File: config.mk
export PLATFORM = sky130hd
export DESIGN_NAME = psum_drain_ctrl
export DESIGN_NICKNAME = d
export VERILOG_FILES = /design/src/rtl/psum_drain_ctrl.sv
export SDC_FILE = /design/constraint.sdc
export NUM_CORES = 1
export LEC_CHECK = 0
export ABC_AREA = 0
export ABC_CLOCK_PERIOD_IN_PS = 2510
export BUFFER_PORTS_ARGS = -buffer_cell sky130_fd_sc_hd__buf_2
export CAP_MARGIN = 20
export CORE_MARGIN = 3
export CORE_UTILIZATION = 50
export CTS_CLUSTER_SIZE = 14
export DETAILED_ROUTE_END_ITERATION = 10
export PLACE_DENSITY = 0.84
export SYNTH_ARGS = -nofsm -noshare
export SYNTH_HDL_FRONTEND = slang
export SYNTH_SLANG_ARGS = --single-unit
File: constraint.sdc
create_clock -name clk -period 2.51 [get_ports clk]
set_input_delay 0.502 -clock clk [delete_from_list [all_inputs] [get_ports clk]]
set_output_delay 0.502 -clock clk [all_outputs]
set_load 0.05 [all_outputs]
File: src/rtl/psum_drain_ctrl.sv
// Drains packed partial sums from the accumulator memory, applies optional per-lane
// ReLU, streams the words out on valid/ready and zeroes each location behind the read.
module psum_drain_ctrl #(
   parameter int BIT_WIDTH  = 8,
   parameter int NUM_KERNEL = 4,
   parameter int DATA_WIDTH = 32,
   parameter int ADDR_WIDTH = 32,
   parameter int REG_WIDTH  = 32,
   parameter int MEM_DELAY  = 2,
   parameter int FIFO_DEPTH = 4
) (
   input  logic                  clk,
   input  logic                  rst,
   input  logic                  i_start,
   input  logic [REG_WIDTH-1:0]  i_conf_drainlen,
   input  logic                  i_conf_relu_en,
   output logic [ADDR_WIDTH-1:0] mem_radd,
   output logic                  mem_rden,
   input  logic [DATA_WIDTH-1:0] mem_odat,
   input  logic                  mem_ovld,
   output logic [ADDR_WIDTH-1:0] mem_wadd,
   output logic                  mem_wren,
   output logic [DATA_WIDTH-1:0] mem_idat,
   output logic [DATA_WIDTH-1:0] o_dat,
   output logic                  o_vld,
   input  logic                  i_rdy,
   output logic                  o_busy,
   output logic                  o_done,
   output logic [REG_WIDTH-1:0]  dbg_drain_rd_addr
);

   localparam int CW = $clog2(FIFO_DEPTH + 1);
   localparam int PW = (FIFO_DEPTH > 1) ? $clog2(FIFO_DEPTH) : 1;

   if (FIFO_DEPTH < MEM_DELAY + 2) begin : g_depth_chk
      $error("FIFO_DEPTH must be at least MEM_DELAY+2");
   end
   if (DATA_WIDTH != BIT_WIDTH * NUM_KERNEL) begin : g_width_chk
      $error("DATA_WIDTH must equal BIT_WIDTH*NUM_KERNEL");
   end

   typedef enum logic [1:0] {S_IDLE, S_DRAIN, S_FLUSH, S_DONE} state_t;

   state_t                state_q, state_d;
   logic [ADDR_WIDTH-1:0] rd_addr_q, clr_addr_q, drainlen_q, wadd_q;
   logic                  relu_q, wren_q;
   logic [CW-1:0]         inflight_q, count_q;
   logic [PW-1:0]         wr_ptr_q, rd_ptr_q;
   logic [DATA_WIDTH-1:0] fifo_mem [FIFO_DEPTH];
   logic [DATA_WIDTH-1:0] push_dat;
   logic [CW:0]           credit_used;
   logic                  accept, pop, rden, last_read;

   // Returns are only meaningful while a drain is active; stale ones after reset are dropped.
   assign accept      = mem_ovld && (state_q != S_IDLE);
   assign pop         = (count_q != '0) && i_rdy;
   assign credit_used = {1'b0, inflight_q} + {1'b0, count_q};
   assign rden        = (state_q == S_DRAIN) && (credit_used < (CW+1)'(FIFO_DEPTH));
   assign last_read   = rden && (rd_addr_q == drainlen_q);

   for (genvar gi = 0; gi < NUM_KERNEL; gi++) begin : g_lane
      logic [BIT_WIDTH-1:0] lane;
      assign lane = mem_odat[BIT_WIDTH*gi +: BIT_WIDTH];
      assign push_dat[BIT_WIDTH*gi +: BIT_WIDTH] = (relu_q && lane[BIT_WIDTH-1]) ? '0 : lane;
   end

   always_comb begin
      state_d = state_q;
      case (state_q)
         S_IDLE:  if (i_start) state_d = S_DRAIN;
         S_DRAIN: if (last_read) state_d = S_FLUSH;
         S_FLUSH: if (inflight_q == '0 && count_q == '0 && !wren_q) state_d = S_DONE;
         S_DONE:  state_d = S_IDLE;
         default: state_d = S_IDLE;
      endcase
   end

   always_ff @(posedge clk) begin
      if (rst) begin
         state_q    <= S_IDLE;
         rd_addr_q  <= '0;
         clr_addr_q <= '0;
         drainlen_q <= '0;
         relu_q     <= 1'b0;
         wren_q     <= 1'b0;
         wadd_q     <= '0;
         inflight_q <= '0;
         count_q    <= '0;
         wr_ptr_q   <= '0;
         rd_ptr_q   <= '0;
      end else begin
         state_q <= state_d;
         if (state_q == S_IDLE && i_start) begin
            rd_addr_q  <= '0;
            clr_addr_q <= '0;
            drainlen_q <= ADDR_WIDTH'(i_conf_drainlen);
            relu_q     <= i_conf_relu_en;
         end else begin
            if (rden)   rd_addr_q  <= rd_addr_q + 1'b1;
            if (accept) clr_addr_q <= clr_addr_q + 1'b1;
         end
         wren_q <= accept;
         wadd_q <= clr_addr_q;
         case ({rden, accept})
            2'b10:   inflight_q <= inflight_q + CW'(1);
            2'b01:   inflight_q <= inflight_q - CW'(1);
            default: ;
         endcase
         case ({accept, pop})
            2'b10:   count_q <= count_q + CW'(1);
            2'b01:   count_q <= count_q - CW'(1);
            default: ;
         endcase
         if (accept) wr_ptr_q <= (wr_ptr_q == PW'(FIFO_DEPTH-1)) ? '0 : wr_ptr_q + 1'b1;
         if (pop)    rd_ptr_q <= (rd_ptr_q == PW'(FIFO_DEPTH-1)) ? '0 : rd_ptr_q + 1'b1;
      end
   end

   always_ff @(posedge clk) begin
      if (accept) fifo_mem[wr_ptr_q] <= push_dat;
   end

   assign mem_radd          = rd_addr_q;
   assign mem_rden          = rden;
   assign mem_wadd          = wadd_q;
   assign mem_wren          = wren_q;
   assign mem_idat          = '0;
   assign o_vld             = (count_q != '0);
   assign o_dat             = o_vld ? fifo_mem[rd_ptr_q] : '0;
   assign o_busy            = (state_q != S_IDLE);
   assign o_done            = (state_q == S_DONE);
   assign dbg_drain_rd_addr = REG_WIDTH'(rd_addr_q);

endmodule

==> flow_summary.yaml, run 1 <==
finish:
  final_cell_mix: "buf_2, dfxtp_1, edfxtp_1, nand2_1, xor2_1"
  n_fill_cell: 1767
  seq_area_um2: 6731
  final_layout_size_suffix_gt1_share_pct: 30.50
  multi_input_area_um2: 4339
  area_growth_pct: 21.03
  nets: 1253
  fin_cells: 1473
  final_common_cell: "buf_2"
detailed_routing:
  dr.first_iter.drc_count: 504
  vias: 7792
  drt_pass1_iterations: 5
  wl_per_cell_um: 17.54
  drt-vias-per-instance: 5.290
  detail-route-antenna-nets: 0
  wirelength_um: 25830
  drcViolationCount: 0
floorplanning:
  fp.dieArea_um2: 25000
  core_um2: 22710
  num_rows: 55
  die_h_um: 158.1
  die_x_um: 158.1
  initial_core_util_pct: 50.95
  ios: 235
timing:
  tightestPinTransition_ns: 0.6706
  final.min_clock_period_ns: 2.502
  finalHoldViolCount: 0
  skew_ns: 0.01068
  rsz0062_at_grt: "yes"
  setup_viol: 0
  finalCritPeriodShare_pct: 99.70
  drv_slew: 0
  max_freq_ghz: 0.3996
  relSlewSlack_pct: 55.29
cts:
  cts_tree: "yes"
  htree_levels: 1
  clock_path_buffers: 3
  hold_buffers: 0
  clkTransAtPathRegs_ns: 0.06
  root_buffer: "clkbuf_16"
  numCtsBuffers: 28
  clkSinkCount: 272
  insertion_delay_ns: 0.53
logic_synthesis:
  yosysSeqAreaShare_pct: 58.13
  synth_cell_types: 44
  syn_avg_cell_area_um2: 11.81
  ys_warn_count: 0
  yosysTopAreaCell: "edfxtp_1"
  yosysTopAreaCellShare_pct: 33.22
  ys_seq_elements: 272
  synthTopCellsByArea: "edfxtp_1, dfxtp_1, mux4_2"
  syn_inst: 980
  syn-cell-area_um2: 11570
pwr:
  ir_worst_vdd_v: 0.0008300
  finalPower_w: 0.01439
  pwr_density_cell_nw_per_um2: 1028
  p_leak_nw: 5.690
critical_path:
  worstPathArrival_ns: 2.00
  end_kind: "output port"
  cp_max_fo: 8
  cp-start-kind: "flip-flop"
  critPathRequiredTime_ns: 2.01
  crit_type: "flip-flop to output port"
placed_design:
  io_buffer_count: 202
  hpwl_um: 16720
  gp_congestion: 0.8747
  post-place-cells: 1415
status:
  status: "finished, final reports clean"
global_routing:
  grt_max_degree: 64
  antenna_found_initial: 1
  grt_util_all_layers_pct: 19.78
  grt_overflow: 0
  grt_pass1_wl_um: 39590
  grt_pass1_vias: 7627
run:
  drv_cap: 0
min_path:
  hold_class: "input pin to flip-flop"
-- synthesized netlist by cell type, drive strengths merged --
cell type / instances
or2: 1
nor4: 11
conb: 1
o21ai: 16
and2: 68
nand4: 14
or3: 13
mux4: 32
nand2b: 2
or4: 2
edfxtp: 128
o31ai: 1
a21oi: 55
o221a: 1
clkbuf: 27
fa: 2
xnor2: 16
nor2: 68
nor2b: 35
inv: 20
o31a: 1
and3: 9
nor4b: 2
and3b: 1
nand3: 28
xor2: 71
nand2: 100
ha: 15
nor3: 7
buf: 77
dfxtp: 144
and4: 12
-- per-stage QoR --
| step | area [um^2] | utilization (%) | worst slack [ns] | setup TNS (ns) | hold slack (ns) |
|---|---|---|---|---|---|
| finish | 14000 | 61.67 | 0.007611 | 0 | 0.2115 |
| global route | 14000 | 61.66 | -0.05287 | -0.9709 | 0.2023 |
| CTS | 13890 | 61.17 | -0.05502 | -0.2395 | 0.1891 |
| detailed placement | 12640 | 55.68 | 0.1575 | 0 | 0.4586 |
| global placement | 12640 | 55.68 | 0.2579 | 0 | 0.4541 |
| floorplan | 11690 | - | 0.1258 | 0 | 0.4481 |
-- power breakdown --
part           leakage [nW]  switching (W)  internal [W]
logic                  2.90        0.00297       0.00198
clock network         0.465        0.00168       0.00248
registers              2.33       0.000231       0.00505
-- registers in the layout (all words and copies together) (netlist names), named ones only --
register,count
relu_q,1
inflight_q,3
wr_ptr_q,2
rd_ptr_q,2
mem_wren,1
fifo_mem,128
count_q,3
clr_addr_q,32
drainlen_q,32
dbg_drain_rd_addr,32
mem_wadd,32
state_q,2
-- final timing paths --
kind / from / endpoint / slack (ns) / cells after the start
max: flip-flop / o_dat[19] / 0.008 / 4
min: i_conf_drainlen[0] / drainlen_q[0] / 0.21 / 3
max reg2reg: count_q[1] / inflight_q[2] / 0.17 / 10
min reg2reg: drainlen_q[24] / drainlen_q[24] / 0.46 / 2
-- cell type report --
class | instances | area share, %
multi-input cells | 615 | 30.98
well taps | 285 | 2.546
flip-flops and latches | 272 | 48.07
inverters | 20 | 0.5360
diodes | 1 | 0.01787
repair buffers | 229 | 11.22
clock inverters | 17 | 1.161
clock buffers | 34 | 5.468
-- worst max-delay path, stage by stage (launching register included) --
cell       delay, ns
dfxtp_4         0.44
clkbuf_16       0.21
mux4_2          0.49
and2_4          0.17
buf_6           0.14
-- logic make-up after synthesis --
kind of cell | count (synthesis) | synth area share (%)
buf+inv | 124 | 6.282
simple gates | 373 | 17.46
fa+ha+maj | 17 | 1.968
flops | 272 | 58.13
other cells | 1 | 0.03241
compound gates | 74 | 3.309
xor+xnor | 87 | 6.585
mux | 32 | 6.228
-- per-layer routing --
metal  GRT usage, %  wire length [um]
met3          3.554              1898
met5              0                12
met1          25.90             10480
met2          34.09             12940
met4          5.244               507
-- what timing repair did --
item / 4_1_cts / 5_1_grt
gates cloned: 2 / 1
gates resized for setup: 89 / 19
pin swaps: 1 / 1
setup buffers: 0 / 2
endpoints found under the setup margin: 33 / 32
No activity file was read; power rests on OpenSTA's default activity.
==> run 2: changes to the inputs <==
--- a/config.mk
+++ b/config.mk
@@ -14,6 +14,7 @@
 export CTS_CLUSTER_SIZE = 14
 export DETAILED_ROUTE_END_ITERATION = 10
 export PLACE_DENSITY = 0.84
+export REMOVE_ABC_BUFFERS = 1
 export SYNTH_ARGS = -nofsm -noshare
 export SYNTH_HDL_FRONTEND = slang
 export SYNTH_SLANG_ARGS = --single-unit
==> run 2 against run 1 <==
Against the previous run: via count shrank 1.2%; highest routed layer unchanged; die area did not move; fmax about the same; critical path type unchanged.
==> flow_summary.yaml, run 2 (same netlist as run 1, synthesis figures left out) <==
cts:
  cts_tree: "yes"
  htree_levels: 1
  insertion_delay_ns: 0.52
  clkSinkCount: 272
  numCtsBuffers: 27
  clock_path_buffers: 3
  clkTransAtPathRegs_ns: 0.06
  hold_buffers: 0
  root_buffer: "clkbuf_16"
finish:
  n_fill_cell: 1759
  multi_input_area_um2: 4327
  seq_area_um2: 6730
  largest_reg_flops: 128
  antenna_cells: 0
  final_cell_mix: "buf_2, dfxtp_1, edfxtp_1, nand2_1, xor2_1"
  nets: 1253
  final_layout_size_suffix_gt1_share_pct: 30.83
  area_growth_pct: 20.04
  final_common_cell: "buf_2"
  largest-register: "fifo_mem"
floorplanning:
  die_x_um: 158.1
  core_um2: 22710
  num_rows: 55
  fp.dieArea_um2: 25000
  initial_core_util_pct: 50.95
  ios: 235
  die_h_um: 158.1
pwr:
  ir_worst_vdd_v: 0.0006331
  p_leak_nw: 5.645
  pwr_density_cell_nw_per_um2: 1014
detailed_routing:
  vias: 7696
  detail-route-antenna-nets: 0
  drt_pass1_iterations: 4
  drt-vias-per-instance: 5.228
  drcViolationCount: 0
  wl_per_cell_um: 17.41
  wirelength_um: 25620
  dr.first_iter.drc_count: 437
timing:
  final.min_clock_period_ns: 2.500
  layout_setup_ws_ns: 0.009992
  finalHoldViolCount: 0
  relSlewSlack_pct: 66.54
  max_freq_ghz: 0.4000
  rsz0062_at_grt: "yes"
  finalCritPeriodShare_pct: 99.60
  setup_viol: 0
  skew_ns: 0.008264
  whs_ns: 0.2095
  tightestPinTransition_ns: 0.4974
  drv_slew: 0
placed_design:
  pre_cts_slack_ns: 0.1670
  gp_congestion: 0.8373
  hpwl_um: 16600
  io_buffer_count: 202
critical_path:
  r2r_cells: 11
  worstPathArrival_ns: 2.00
  cp-start-kind: "flip-flop"
  cp_max_fo: 8
  crit_type: "flip-flop to output port"
  end_kind: "output port"
  critPathRequiredTime_ns: 2.01
min_path:
  hold_class: "input pin to flip-flop"
  whs_path_depth: 3
run:
  drv_cap: 0
global_routing:
  grt_util_all_layers_pct: 19.78
  grt_overflow: 0
  antenna_found_initial: 1
  grt_pass1_vias: 7519
  grt_max_degree: 35
  grt_pass1_wl_um: 39510
status:
  status: "finished, final reports clean"
-- run 2: changes by cell type in the layout (fill, tap and decap cells not counted), moves of 2 or more --
cell | before | now
clkinvlp_2 | 0 | 6
buf_4 | 16 | 21
clkbuf_1 | 4 | 1
clkbuf_16 | 31 | 28
clkinv_1 | 4 | 1
buf_12 | 6 | 4
buf_8 | 3 | 1
clkbuf_8 | 0 | 2
clkinv_2 | 6 | 8
-- run 2: layer usage --
layer,vias up,track usage (%),wire (um)
met1,3736,25.71,10680
met5,-,0,13
met2,256,34.80,12890
li1,3658,-,-
met3,44,3.116,1513
met4,2,4.957,527
-- run 2: per-stage QoR --
step           std cells  total power, W  cell area, um^2  setup TNS (ns)  util (%)
2_1_floorplan        907        0.008273            11040          -20.10         -
3_5_place_dp        1418        0.009442            12640               0     55.67
3_3_place_gp        1418        0.009347            12640               0     55.67
5_1_grt             1472         0.01470            13890         -0.7350     61.16
6_report            1472         0.01409            13890               0     61.16
4_1_cts             1471         0.01399            13820         -0.1365     60.85
-- run 2: final cells by class --
type	count	share of cell area [%]
Multi-Input combinational cell	615	31.15
Inverter	20	0.5405
Tap cell	285	2.567
Timing Repair Buffer	230	11.08
Clock inverter	20	1.117
Clock buffer	30	5.090
Sequential cell	272	48.45
-- run 2: what timing repair did --
action / 4_1_cts / 5_1_grt
pin swaps: 1 / 2
setup endpoints to repair: 33 / 30
cloned: 2 / 1
gates resized for setup: 86 / 18
buffers inserted: 1 / 0
endpoints found under the hold margin: 0 / 0
-- run 2: final timing paths --
check	to	startpoint	slack [ns]
max	o_dat[7]	flip-flop	0.01
min	drainlen_q[5]	i_conf_drainlen[5]	0.21
max reg2reg	inflight_q[2]	state_q[1]	0.15
min reg2reg	drainlen_q[31]	drainlen_q[31]	0.47
-- run 2: report_power, final --
part | switching [W] | internal, W
combinational | 0.00298 | 0.00196
clock | 0.00164 | 0.00223
sequential | 0.000223 | 0.00505
total | 0.00485 | 0.00924
-- run 2: critical path, cell delays in order (launching register included) --
cell	delay [ns]
dfxtp_4	0.44
buf_12	0.17
mux4_2	0.53
and2_4	0.19
buf_6	0.14
